--- config.mk ---
export PLATFORM = sky130hd
export DESIGN_NAME = winograd_input_tile_fetcher
export DESIGN_NICKNAME = d
export VERILOG_FILES = /design/src/rtl/winograd_input_tile_fetcher.sv
export SDC_FILE = /design/constraint.sdc
export NUM_CORES = 1
export LEC_CHECK = 0
export BUFFER_PORTS_ARGS = -buffer_cell sky130_fd_sc_hd__buf_2
export CAP_MARGIN = 10
export CORE_ASPECT_RATIO = 0.9
export CORE_MARGIN = 2
export CORE_UTILIZATION = 51
export CTS_CLUSTER_DIAMETER = 60
export CTS_CLUSTER_SIZE = 8
export DETAILED_ROUTE_END_ITERATION = 10
export PLACE_DENSITY_LB_ADDON = 0.2
export SLEW_MARGIN = 5
export SYNTH_ARGS = -nofsm -noshare
export SYNTH_HDL_FRONTEND = slang
export SYNTH_SLANG_ARGS = --single-unit
--- constraint.sdc ---
create_clock -name clk -period 19.3 [get_ports clk]
set_clock_uncertainty 0.2 [all_clocks]
set_input_delay 2.895 -clock clk [delete_from_list [all_inputs] [get_ports clk]]
set_output_delay 2.895 -clock clk [all_outputs]
set_load 0.005 [all_outputs]
--- src/rtl/winograd_input_tile_fetcher.sv ---
// rtl/winograd_input_tile_fetcher.sv - gathers 6x6 Winograd input tiles from feature-map SRAM
//
// Purpose: walks one feature-map channel in raster tile order and assembles each 6x6 input
// tile (stride 4 / pad 1 for 3x3 weights, stride 6 / pad 0 for 1x1 weights). Each tile is
// presented with the output-pixel index range it covers on a valid/ready interface.
//
// Ports:
//   clk, reset                   clock, asynchronous active-high reset
//   start                        begin a scan (sampled in IDLE only)
//   fm_height, fm_width          feature-map size, latched at start
//   fm_base_addr                 word address of pixel (0,0), row-major, latched at start
//   weight_size                  0 = 1x1, 1 = 3x3, latched at start
//   mem_rd_en, mem_rd_addr       SRAM read request
//   mem_rd_data                  SRAM read data, one cycle after mem_rd_en
//   input_tile[0:35]             tile element r*6+c, signed
//   input_valid, input_ready     tile handshake
//   input_{low,high}_*_index     output rows/cols covered by the tile
//   busy                         not IDLE
//   done                         one-cycle pulse after the last tile is accepted
module winograd_input_tile_fetcher #(
    parameter int DATA_W = 8,
    parameter int IDX_W  = 9,
    parameter int ADDR_W = 16
) (
    input  logic                     clk,
    input  logic                     reset,
    input  logic                     start,
    input  logic [IDX_W-1:0]         fm_height,
    input  logic [IDX_W-1:0]         fm_width,
    input  logic [ADDR_W-1:0]        fm_base_addr,
    input  logic                     weight_size,
    output logic                     mem_rd_en,
    output logic [ADDR_W-1:0]        mem_rd_addr,
    input  logic [DATA_W-1:0]        mem_rd_data,
    output logic signed [DATA_W-1:0] input_tile [0:35],
    output logic                     input_valid,
    input  logic                     input_ready,
    output logic [IDX_W-1:0]         input_low_weight_index,
    output logic [IDX_W-1:0]         input_high_weight_index,
    output logic [IDX_W-1:0]         input_low_height_index,
    output logic [IDX_W-1:0]         input_high_height_index,
    output logic                     busy,
    output logic                     done
);
    // Pixel coordinates are signed and one bit wider than needed so the -1 pad origin fits.
    localparam int CW = IDX_W + 2;

    localparam logic [ADDR_W-1:0]      A_ZERO = '0;
    localparam logic [ADDR_W-1:0]      A_ONE  = 1;
    localparam logic [ADDR_W-1:0]      A_FIVE = 5;
    localparam logic signed [CW-1:0]   C_ONE  = 1;
    localparam logic signed [CW-1:0]   C_FIVE = 5;
    localparam logic [IDX_W:0]         I_ONE  = 1;

    typedef enum logic [2:0] {
        S_IDLE,
        S_FETCH,
        S_WAIT,
        S_EMIT,
        S_DONE
    } state_t;

    state_t r_state, w_state_nx;

    // Latched configuration
    logic [IDX_W-1:0]       r_h, r_w;
    logic                   r_ws;

    // Current tile position: first covered output row/col and SRAM address of the tile origin
    logic [IDX_W-1:0]       r_low_h, r_low_w;
    logic [ADDR_W-1:0]      r_row_addr;   // origin address of tile (tr, 0)
    logic [ADDR_W-1:0]      r_tile_addr;  // origin address of tile (tr, tc)

    // Element walk inside the tile
    logic [5:0]             r_k;
    logic [2:0]             r_c;
    logic signed [CW-1:0]   r_y, r_x;
    logic [ADDR_W-1:0]      r_addr;

    // Read in flight: which element it fills and whether it was a real read or padding
    logic                   r_pend;
    logic [5:0]             r_pend_k;
    logic                   r_pend_inb;

    logic [IDX_W:0]         w_s;
    logic [ADDR_W-1:0]      w_sa, w_w_a, w_sw;
    logic                   w_inb;
    logic                   w_start_ok;
    logic [ADDR_W-1:0]      w_init_addr;
    logic [CW-1:0]          w_init_org;
    logic [IDX_W:0]         w_lw_sum, w_lh_sum;
    logic                   w_wrap, w_last;
    logic [IDX_W-1:0]       w_nx_low_h, w_nx_low_w;
    logic [ADDR_W-1:0]      w_nx_row_addr, w_nx_tile_addr;
    logic [CW-1:0]          w_nx_oy, w_nx_ox;

    function automatic logic [IDX_W-1:0] f_high(input logic [IDX_W-1:0] low,
                                                input logic [IDX_W-1:0] n,
                                                input logic [IDX_W:0]   s);
        logic [IDX_W:0] cand, lim;
        cand = {1'b0, low} + s - I_ONE;
        lim  = {1'b0, n} - I_ONE;
        return (cand < lim) ? cand[IDX_W-1:0] : lim[IDX_W-1:0];
    endfunction

    assign w_s   = r_ws ? (IDX_W+1)'(4) : (IDX_W+1)'(6);
    assign w_sa  = ADDR_W'(w_s);
    assign w_w_a = ADDR_W'(r_w);
    // One tile row down in SRAM: S*W built from shifts
    assign w_sw  = r_ws ? (w_w_a << 2) : ((w_w_a << 2) + (w_w_a << 1));

    assign w_inb = !r_y[CW-1] && (r_y < $signed({2'b00, r_h})) &&
                   !r_x[CW-1] && (r_x < $signed({2'b00, r_w}));

    assign w_start_ok  = (fm_height != '0) && (fm_width != '0);
    // First tile origin is (-P,-P): base - P*W - P
    assign w_init_addr = fm_base_addr - (weight_size ? (ADDR_W'(fm_width) + A_ONE) : A_ZERO);
    assign w_init_org  = {CW{weight_size}};

    // Next tile in raster order
    assign w_lw_sum       = {1'b0, r_low_w} + w_s;
    assign w_lh_sum       = {1'b0, r_low_h} + w_s;
    assign w_wrap         = (w_lw_sum >= {1'b0, r_w});
    assign w_last         = w_wrap && (w_lh_sum >= {1'b0, r_h});
    assign w_nx_low_h     = w_wrap ? w_lh_sum[IDX_W-1:0] : r_low_h;
    assign w_nx_low_w     = w_wrap ? '0 : w_lw_sum[IDX_W-1:0];
    assign w_nx_row_addr  = w_wrap ? (r_row_addr + w_sw) : r_row_addr;
    assign w_nx_tile_addr = w_wrap ? (r_row_addr + w_sw) : (r_tile_addr + w_sa);
    assign w_nx_oy        = {2'b00, w_nx_low_h} - {{(CW-1){1'b0}}, r_ws};
    assign w_nx_ox        = {2'b00, w_nx_low_w} - {{(CW-1){1'b0}}, r_ws};

    assign mem_rd_en   = (r_state == S_FETCH) && w_inb;
    assign mem_rd_addr = mem_rd_en ? r_addr : '0;

    always_ff @(posedge clk or posedge reset) begin
        if (reset) begin
            r_state <= S_IDLE;
        end else begin
            r_state <= w_state_nx;
        end
    end

    always_comb begin
        w_state_nx  = r_state;
        input_valid = 1'b0;
        busy        = 1'b1;
        done        = 1'b0;
        case (r_state)
            S_IDLE: begin
                busy = 1'b0;
                if (start) begin
                    w_state_nx = w_start_ok ? S_FETCH : S_DONE;
                end
            end
            S_FETCH: begin
                if (r_k == 6'd35) begin
                    w_state_nx = S_WAIT;
                end
            end
            S_WAIT: begin
                w_state_nx = S_EMIT;
            end
            S_EMIT: begin
                input_valid = 1'b1;
                if (input_ready) begin
                    w_state_nx = w_last ? S_DONE : S_FETCH;
                end
            end
            S_DONE: begin
                done       = 1'b1;
                w_state_nx = S_IDLE;
            end
            default: begin
                w_state_nx = S_IDLE;
            end
        endcase
    end

    always_ff @(posedge clk or posedge reset) begin
        if (reset) begin
            r_h                     <= '0;
            r_w                     <= '0;
            r_ws                    <= 1'b0;
            r_low_h                 <= '0;
            r_low_w                 <= '0;
            r_row_addr              <= '0;
            r_tile_addr             <= '0;
            r_k                     <= '0;
            r_c                     <= '0;
            r_y                     <= '0;
            r_x                     <= '0;
            r_addr                  <= '0;
            r_pend                  <= 1'b0;
            r_pend_k                <= '0;
            r_pend_inb              <= 1'b0;
            input_low_height_index  <= '0;
            input_high_height_index <= '0;
            input_low_weight_index  <= '0;
            input_high_weight_index <= '0;
            for (int i = 0; i < 36; i++) begin
                input_tile[i] <= '0;
            end
        end else begin
            // Element k lands one cycle after its FETCH slot; padding slots write zero.
            if (r_pend) begin
                input_tile[r_pend_k] <= r_pend_inb ? $signed(mem_rd_data) : '0;
            end
            r_pend     <= (r_state == S_FETCH);
            r_pend_k   <= r_k;
            r_pend_inb <= mem_rd_en;

            case (r_state)
                S_IDLE: begin
                    if (start) begin
                        r_h  <= fm_height;
                        r_w  <= fm_width;
                        r_ws <= weight_size;
                        if (w_start_ok) begin
                            r_low_h     <= '0;
                            r_low_w     <= '0;
                            r_row_addr  <= w_init_addr;
                            r_tile_addr <= w_init_addr;
                            r_addr      <= w_init_addr;
                            r_y         <= $signed(w_init_org);
                            r_x         <= $signed(w_init_org);
                            r_k         <= '0;
                            r_c         <= '0;
                        end
                    end
                end
                S_FETCH: begin
                    r_k <= r_k + 6'd1;
                    if (r_c == 3'd5) begin
                        // Wrap to column 0 of the next tile row
                        r_c    <= '0;
                        r_y    <= r_y + C_ONE;
                        r_x    <= r_x - C_FIVE;
                        r_addr <= r_addr + w_w_a - A_FIVE;
                    end else begin
                        r_c    <= r_c + 3'd1;
                        r_x    <= r_x + C_ONE;
                        r_addr <= r_addr + A_ONE;
                    end
                end
                S_WAIT: begin
                    input_low_height_index  <= r_low_h;
                    input_high_height_index <= f_high(r_low_h, r_h, w_s);
                    input_low_weight_index  <= r_low_w;
                    input_high_weight_index <= f_high(r_low_w, r_w, w_s);
                end
                S_EMIT: begin
                    if (input_ready && !w_last) begin
                        r_low_h     <= w_nx_low_h;
                        r_low_w     <= w_nx_low_w;
                        r_row_addr  <= w_nx_row_addr;
                        r_tile_addr <= w_nx_tile_addr;
                        r_addr      <= w_nx_tile_addr;
                        r_y         <= $signed(w_nx_oy);
                        r_x         <= $signed(w_nx_ox);
                        r_k         <= '0;
                        r_c         <= '0;
                    end
                end
                default: begin
                end
            endcase
        end
    end

endmodule

After elaboration in Yosys (flattened, before gate mapping)
Cells that the tools add are included.
Word-level totals
  flip-flop bits (word level): 451
  latch bits: 0
  bits in writable memories: 0
  memory bits (read-only): 0
  input port bits: 47
  output and inout bits: 344
  memories kept: 0
Cells by class
  add/sub/neg operators: 21
  multipliers: 0
  div/mod/pow operators: 0
  order comparisons: 8
  equality and inequality tests: 13
  shift-type cells: 0
  muxes and demuxes: 54
  bitwise gates (word level): 1
  reductions and logical operators: 22
Operators with widths (number)
  $bwmux W288: 1
  $mux W16: 8
  $mux W9: 8
  $mux W11: 6
  $pmux W11 S3: 2
  $pmux W16 S2: 2
  $demux W8 S6: 1
  $pmux W16 S3: 1
  $pmux W9 S2: 2
  $mux W3: 9
  $add A11 B2 Y11 const B: 2
  $lt A11 B10 Y1: 2
  $add A9 B3 Y10: 2
  $ge A10 B9 Y1: 2
  $lt A10 B10 Y1: 2
  $sub A10 B1 Y10 const B: 2
  $sub A9 B1 Y10: 2
  $sub A9 B1 Y10 const B: 2
  $mux W6: 3
  $pmux W6 S3: 1
  $reduce_bool A9 Y1: 2
  $add A16 B1 Y16 const B: 1
  $add A16 B12 Y16: 1
  $add A16 B3 Y16: 1
  other kinds (33): 54

Logic depth before layout (Yosys ltp)
Gate-level depths: netlist of run 1.
  word-level depth: 8
  gate-level depth with buffers: 23
  mapped depth without buffers: 21

Least setup slack after synthesis of run 1
OpenSTA, ideal clock, no wires.
  path kind: input port to flip-flop
  start point: in fm_width[2]
  end point: reg r_tile_addr[15]
  setup time: 122 ps
  arrival: 5752 ps
  data required time: 18978 ps
  setup slack: 13226 ps
  stages: 14
  buffers on the path: 1
  path through: clkbuf_1 -> nand3_1 -> nor2_1 -> xor2_1 -> nand2_1 -> ha_1 -> or2_2 -> o31ai_1 -> a211oi_1 -> o41ai_1 -> nand4b_1 -> xnor2_1 -> or3_1 -> a32o_1
Between the ends
  word-level cells in the longest chain between the ends: 6
  elaborated cells between the ends (all ways): 10
  those cells by class: add/sub: 2; eq/ne: 1; mux: 4; reduce/logical: 3
RTL lines
  start, declared: line 29  | input logic [IDX_W-1:0] fm_width,
  $add A9 B1 Y10: line 117  | assign w_init_addr = fm_base_addr - (weight_size ? (ADDR_W'(fm_width) + A_ONE) : A_ZERO);
  $mux W10: line 117
  $sub A16 B10 Y16: line 117
  $mux W16: line 218  | if (w_start_ok) begin
  $mux W16: line 214  | if (start) begin
  $pmux W16 S2: line 212  | case (r_state)
  end signal, assigned: line 222  | r_tile_addr <= w_init_addr;
  end signal, assigned: line 256  | r_tile_addr <= w_nx_tile_addr;
  end, declared: line 72  | logic [ADDR_W-1:0] r_tile_addr;
Several ways; a longest one is shown, not always the timed one. The select of a mux whose other input is x is not followed.
A chain may end at the register's enable or synchronous reset.

Final worst setup path of run 1
  start point: reg r_w[1]
  end point: out mem_rd_addr[2]
Between the ends
  word-level cells in the longest chain between the ends: 4
RTL lines
  start, declared: line 66  | logic [IDX_W-1:0] r_h, r_w;
  start signal, assigned: line 216  | r_w <= fm_width;
  $lt A11 B10 Y1: line 113  | !r_x[CW-1] && (r_x < $signed({2'b00, r_w}));
  $logic_and A1 B1 Y1: line 113
  $logic_and A1 B1 Y1: line 132  | assign mem_rd_en = (r_state == S_FETCH) && w_inb;
  $mux W16: line 133  | assign mem_rd_addr = mem_rd_en ? r_addr : '0;
  end, declared: line 33  | output logic [ADDR_W-1:0] mem_rd_addr,
Every way passes these cells.

==> impl_metrics.json, run 1 <==
{
  "worstPathMaxFanout": 18,
  "tns_ns": 0,
  "ys_top_cells_by_count": "449 x dfrtp_1, 398 x nand2_1, 330 x o21ai_0",
  "globalplace.congestion": 0.943,
  "p_leak_nw": 14.0,
  "synth_edf_count": 0,
  "r2r-end": "r_addr[14]$_DFFE_PP0P_",
  "ff2ff_setup_slack_ns": 12.92,
  "grt_max_degree": 140,
  "design.core.area_sq_um": 46700,
  "rsz0062_at_grt": "false",
  "worstPathRequired_ns": 16.20,
  "cts_buffers": 67,
  "syn-num-nets": 2714,
  "startpoint_type": "flop",
  "crit_path_end_kind": "output pin",
  "cp_top_family": "compound AO/OA/AOI/OAI gates",
  "cts_buffer_depth": 3,
  "layout_min_cycle_time_ns": 7.05,
  "nFillCells": 3943,
  "dp_hpwl_microns": 53600,
  "crit_type": "reg2out",
  "wl_per_cell_microns": 21.3,
  "dp_cells": 3409,
  "cts_tree": "yes",
  "max_cap_violations": 0,
  "max_stage_delay_ns": 0.77,
  "start_util": 0.517,
  "crit_slowest_cell": "a31oi_2",
  "drc": 0,
  "finalNonFillerCells": 3491,
  "worstPathArrival_ns": 3.95,
  "yosysMostFrequentCell": "dfrtp_1",
  "peakVddDrop_mv": 0.0888,
  "clk_latency_ns": 0.60,
  "drive_gt1_frac": 0.224,
  "die-area_sq_um": 49100,
  "ys_warn_count": 0,
  "ant_nets": 0,
  "slew_headroom": 0.157,
  "hold_class": "reg2reg",
  "fmax_ghz": 0.142,
  "fin_hold_ws_ns": 0.235,
  "routed_via_density": 5.89,
  "area_growth_pct": 17.6,
  "finalPower_mw": 4.27,
  "synth_top_area_share": 0.465,
  "tightest_slew_ns": 1.23,
  "die_w_microns": 233,
  "cts_hold_buf": 0,
  "cts_root_buf": "clkbuf_16",
  "power_density_nw_per_um2": 150,
  "synth_area_leaders": "dfrtp_1 47%, ha_1 7.5%, o21ai_0 6.8%, mux2_2 6.3%, nand2_1 6.2%",
  "crit_top_cell": "a21o_1",
  "hold-path-endpoint": "r_pend_k[0]$_DFF_PP0_",
  "whs_path_depth": 0,
  "via_count": 20600,
  "critical_path.cell_chain": "inv_1 > ha_1 > a21o_1 > a21o_1 > a21o_1 > a21o_1 > a21oi_1 > o21ai_0 > a31oi_2 > and2_1 > buf_2",
  "fin_crit_sh": 0.365,
  "ff2ff_path_depth": 16,
  "drt_first_pass_iters": 6,
  "postSynthAreaPerCell_sq_um": 9.60,
  "h-tree-depth": 3,
  "ys_ff_latch": 449,
  "cp.buffers_inverters": 2,
  "synth_top_area_cell": "dfrtp_1",
  "holdCritStartpoint": "r_k[0]$_DFFE_PP0P_",
  "grt_usage": 0.300,
  "post_cts_resized": 0,
  "reg2reg_from": "r_ws$_DFFE_PP0P_",
  "fp-row-count": 75,
  "wl_microns": 74400,
  "fin_nets": 3059,
  "ys_types": 87,
  "cts.clk_slew.worst_paths_ns": 0.05,
  "setup_viol": 0,
  "pin_count": 391,
  "numPortBuffers": 389,
  "synth_seq_area_share": 0.465,
  "dieHeight_microns": 210,
  "cp-startpoint": "r_w[1]$_DFFE_PP0P_",
  "antenna_found_initial": 3,
  "synth.cell_area_sq_um": 24200,
  "hold_viol_final": 0,
  "grt_pass1_wl_microns": 115000,
  "overflow": 0,
  "synthCells": 2517,
  "cts.sinks": 449,
  "async_reset_ff_frac": 1.00,
  "drv_slew": 0,
  "synthFlopType": "dfrtp_1",
  "status": "finished, final reports clean",
  "drtIter0Drc": 1585,
  "first_global_vias": 20000,
  "post_cts_buffers": 0
}
[layer usage]
metal	part of all wire	up-vias	routed length (microns)	track usage
met4	0.035	2	2580	0.106
li1	-	9440	-	-
met3	0.076	175	5630	0.0640
met5	0.00017	-	13	0
met1	0.42	10100	31400	0.399
met2	0.47	840	34800	0.485
[flip-flops by register name, summed over array words and instances, names as in the netlist, 3 cells and up]
signal                   flops
input_low_weight_index       9
r_c                          3
r_w                          9
r_low_w                      9
r_low_h                      8
r_state                      3
input_low_height_index       8
r_x                         11
r_pend_k                     6
input_high_height_index      9
input_high_weight_index      9
r_y                         11
r_addr                      16
r_row_addr                  16
r_k                          6
r_h                          9
r_tile_addr                 16
input_tile                 288
[layout make-up]
cell class | count | area (sq um) | area share
antenna | 3 | 7.51 | 0.000264
clock buffer | 71 | 1730 | 0.0610
clock inverter | 8 | 150 | 0.00529
inverter | 101 | 387 | 0.0136
multi-input combinational | 1838 | 12000 | 0.424
sequential | 449 | 11200 | 0.396
tap | 616 | 771 | 0.0271
timing repair buffer | 405 | 2070 | 0.0728
[cells in the final DEF (no fill, tap or decap), types with 33 or more instances in the layout]
cell type  instances
inv_1             99
o21ai_0          330
ha_1             144
xnor2_1          106
nand2_1          398
dfrtp_1          449
and2_1            40
xor2_1            33
nor2_1           139
buf_2            389
mux2_2           135
nand3_1           47
clkbuf_16         68
a21oi_1           92
[metrics by stage]
step | setup WS, ns | util | area [sq um]
after floorplan | 3.69 | - | 24200
after global placement | 12.78 | 0.567 | 26500
after detailed placement | 12.75 | 0.567 | 26500
after CTS | 12.29 | 0.607 | 28400
after global routing | 12.18 | 0.607 | 28400
final | 12.25 | 0.608 | 28400
[worst max-delay path by stage]
| stage | slack [ns] | cells past startpoint | to |
|---|---|---|---|
| global route | 12.18 | 11 | mem_rd_addr[2] |
| finish | 12.25 | 11 | mem_rd_addr[2] |
| floorplan | 3.69 | 1 | input_high_height_index[0]$_DFFE_PP0P_ |
| global placement | 12.78 | 14 | r_tile_addr[15]$_DFFE_PP0P_ |
| CTS | 12.29 | 11 | mem_rd_addr[2] |
| detailed placement | 12.75 | 14 | r_tile_addr[15]$_DFFE_PP0P_ |
[report_power, final]
part	switching (mW)	internal [mW]
registers	0.198	1.15
clock network	0.421	0.650
logic	1.12	0.728
[cells by family after synthesis]
kind of cell | share of synthesized area
flip-flops | 0.465
AO/OA/AOI/OAI | 0.157
AND/OR/NAND/NOR | 0.143
buffers and inverters | 0.0366
multiplexers | 0.0682
XOR/XNOR | 0.0504
adder cells (fa/ha/maj) | 0.0796
other | 0.000155
Note: power is estimated with default switching activity, not from simulation.
==> run 2: changes to the inputs <==
==> constraint.sdc (replaced) <==
create_clock -name clk -period 5.8 [get_ports clk]
set_clock_uncertainty 0.2 [all_clocks]
set_input_delay 0.87 -clock clk [delete_from_list [all_inputs] [get_ports clk]]
set_output_delay 0.87 -clock clk [all_outputs]
set_load 0.005 [all_outputs]
==> run 2 against run 1 <==
Against the previous run:
- design area grew 0.35%
- core utilization grew 0.21 points
- first-iteration DRC count grew 2.3%
- wire length grew 1.2%
- die area is the same
- sequential cell count is the same
- sequential share of layout area shrank 0.14 points
- combinational power grew to 3.4 times the previous value
- sequential power grew to 3.3 times the previous value
- critical path depth grew 8
- largest cell class unchanged
==> impl_metrics.json, run 2 (same netlist as run 1, synthesis figures left out) <==
{
  "fin_nets": 3071,
  "critical_path.cell_chain": "inv_1 > ha_1 > a21oi_1 > nor2_1 > nor2_1 > o21bai_1 > a21oi_1 > nor2b_1 > o21ai_0 > a21oi_1 > xnor2_1 > ha_1 > nor3_1 > nor2_1 > a21boi_0 > a41oi_1 > o311ai_0 > a31oi_1 > o221a_2",
  "startpoint_type": "flop",
  "drt_first_pass_iters": 5,
  "pin_count": 391,
  "routed_via_density": 5.93,
  "cp-startpoint": "r_w[2]$_DFFE_PP0P_",
  "cts_hold_buf": 0,
  "globalplace.congestion": 0.951,
  "hold_viol_final": 0,
  "area_growth_pct": 18.0,
  "fmax_ghz": 0.193,
  "h-tree-depth": 3,
  "wl_microns": 75300,
  "overflow": 0,
  "first_global_vias": 20200,
  "cts_tree": "yes",
  "worstPathMaxFanout": 7,
  "tns_ns": 0,
  "p_leak_nw": 14.0,
  "reg2reg_from": "r_w[2]$_DFFE_PP0P_",
  "cp.buffers_inverters": 1,
  "fp-row-count": 75,
  "rsz0062_at_grt": "false",
  "post_dp_cell_area_sq_um": 26600,
  "numPortBuffers": 389,
  "drive_gt1_frac": 0.227,
  "worstPathRequired_ns": 6.07,
  "status": "finished, final reports clean",
  "final_common_cell": "dfrtp_1",
  "nFillCells": 3947,
  "final_cell_mix": "449 x dfrtp_1, 398 x nand2_1, 389 x buf_2, 330 x o21ai_0, 144 x ha_1",
  "wl_per_cell_microns": 21.5,
  "setup_viol": 0,
  "holdCritStartpoint": "r_k[1]$_DFFE_PP0P_",
  "power_density_nw_per_um2": 501,
  "cts.clk_slew.worst_paths_ns": 0.05,
  "layout_min_cycle_time_ns": 5.19,
  "cts_root_buf": "clkbuf_16",
  "peakVddDrop_mv": 0.261,
  "antenna_found_initial": 3,
  "start_util": 0.517,
  "ant_nets": 0,
  "cp_top_family": "compound AO/OA/AOI/OAI gates",
  "cts.sinks": 449,
  "largest_reg_flops": 288,
  "dp_hpwl_microns": 54100,
  "post_cts_resized": 0,
  "crit_type": "reg2reg",
  "crit_slowest_cell": "a21boi_0",
  "die-area_sq_um": 49100,
  "dieHeight_microns": 210,
  "hold_class": "reg2reg",
  "grt_pass1_wl_microns": 115000,
  "cts_buffer_depth": 3,
  "final_area_sq_um": 28500,
  "drc": 0,
  "slew_headroom": 0.254,
  "grt_usage": 0.302,
  "max_cap_violations": 0,
  "clk_latency_ns": 0.59,
  "finalNonFillerCells": 3503,
  "max_flop_register": "input_tile",
  "max_stage_delay_ns": 0.69,
  "fin_hold_ws_ns": 0.231,
  "design.core.area_sq_um": 46700,
  "tightest_slew_ns": 1.12,
  "worstPathArrival_ns": 5.46,
  "cts_buffers": 67,
  "post_cts_buffers": 0,
  "fin_crit_sh": 0.895,
  "die_w_microns": 233,
  "grt_max_degree": 180,
  "drtIter0Drc": 1621,
  "via_count": 20800,
  "crit_path_end_kind": "flop",
  "drv_slew": 0,
  "dp_cells": 3421
}
-- run 2: changes by cell type in the layout (fill, tap and decap cells not counted) --
cell and delta:
buf_4 +10, clkinvlp_4 +3, buf_12 +2, clkbuf_8 -2, inv_16 -2, clkinv_16 +1
clkinv_4 -1, clkinv_8 +1, diode_2 +1, inv_8 -1
-- run 2: path summary, 6_finish.rpt --
kind / endpoint / slack, ns / cells past startpoint
worst max-delay path: r_addr[15]$_DFFE_PP0P_ / 0.61 / 19
worst min-delay path: r_pend_k[1]$_DFF_PP0_ / 0.23 / 0
worst max register to register: r_addr[15]$_DFFE_PP0P_ / 0.61 / 19
worst min register to register: r_pend_k[1]$_DFF_PP0_ / 0.23 / 0
max in group asynchronous: input_tile[237]$_DFFE_PP0P_ / 4.14 / 3
min in group asynchronous: input_tile[218]$_DFFE_PP0P_ / 0.38 / 3
-- run 2: cell type report --
cell class	instances	area (sq um)	share of cell area
clock buffer	69	1710	0.0599
tap	616	771	0.0271
multi-input combinational	1838	12000	0.423
timing repair buffer	417	2180	0.0766
inverter	101	383	0.0134
clock inverter	9	163	0.00571
antenna	4	10.0	0.000351
sequential	449	11200	0.394
-- run 2: power breakdown --
group          internal (mW)  switching [mW]
registers               3.81           0.651
clock network           2.13            1.42
logic                   2.45            3.80
-- run 2: routing by layer --
metal | GRT usage | wire length [microns] | up-vias
li1 | - | - | 9452
met1 | 0.404 | 31400 | 10300
met2 | 0.488 | 35700 | 846
met3 | 0.0575 | 5630 | 172
met4 | 0.118 | 2600 | 0
met5 | 0 | 0 | -
-- run 2: through the flow --
step / utilization / power [mW] / setup WS (ns)
floorplan: - / 8.64 / -1.34
global placement: 0.569 / 10.4 / 0.855
detailed placement: 0.569 / 10.6 / 0.734
CTS: 0.609 / 14.2 / 0.734
global route: 0.610 / 15.2 / 0.353
finish: 0.610 / 14.3 / 0.611
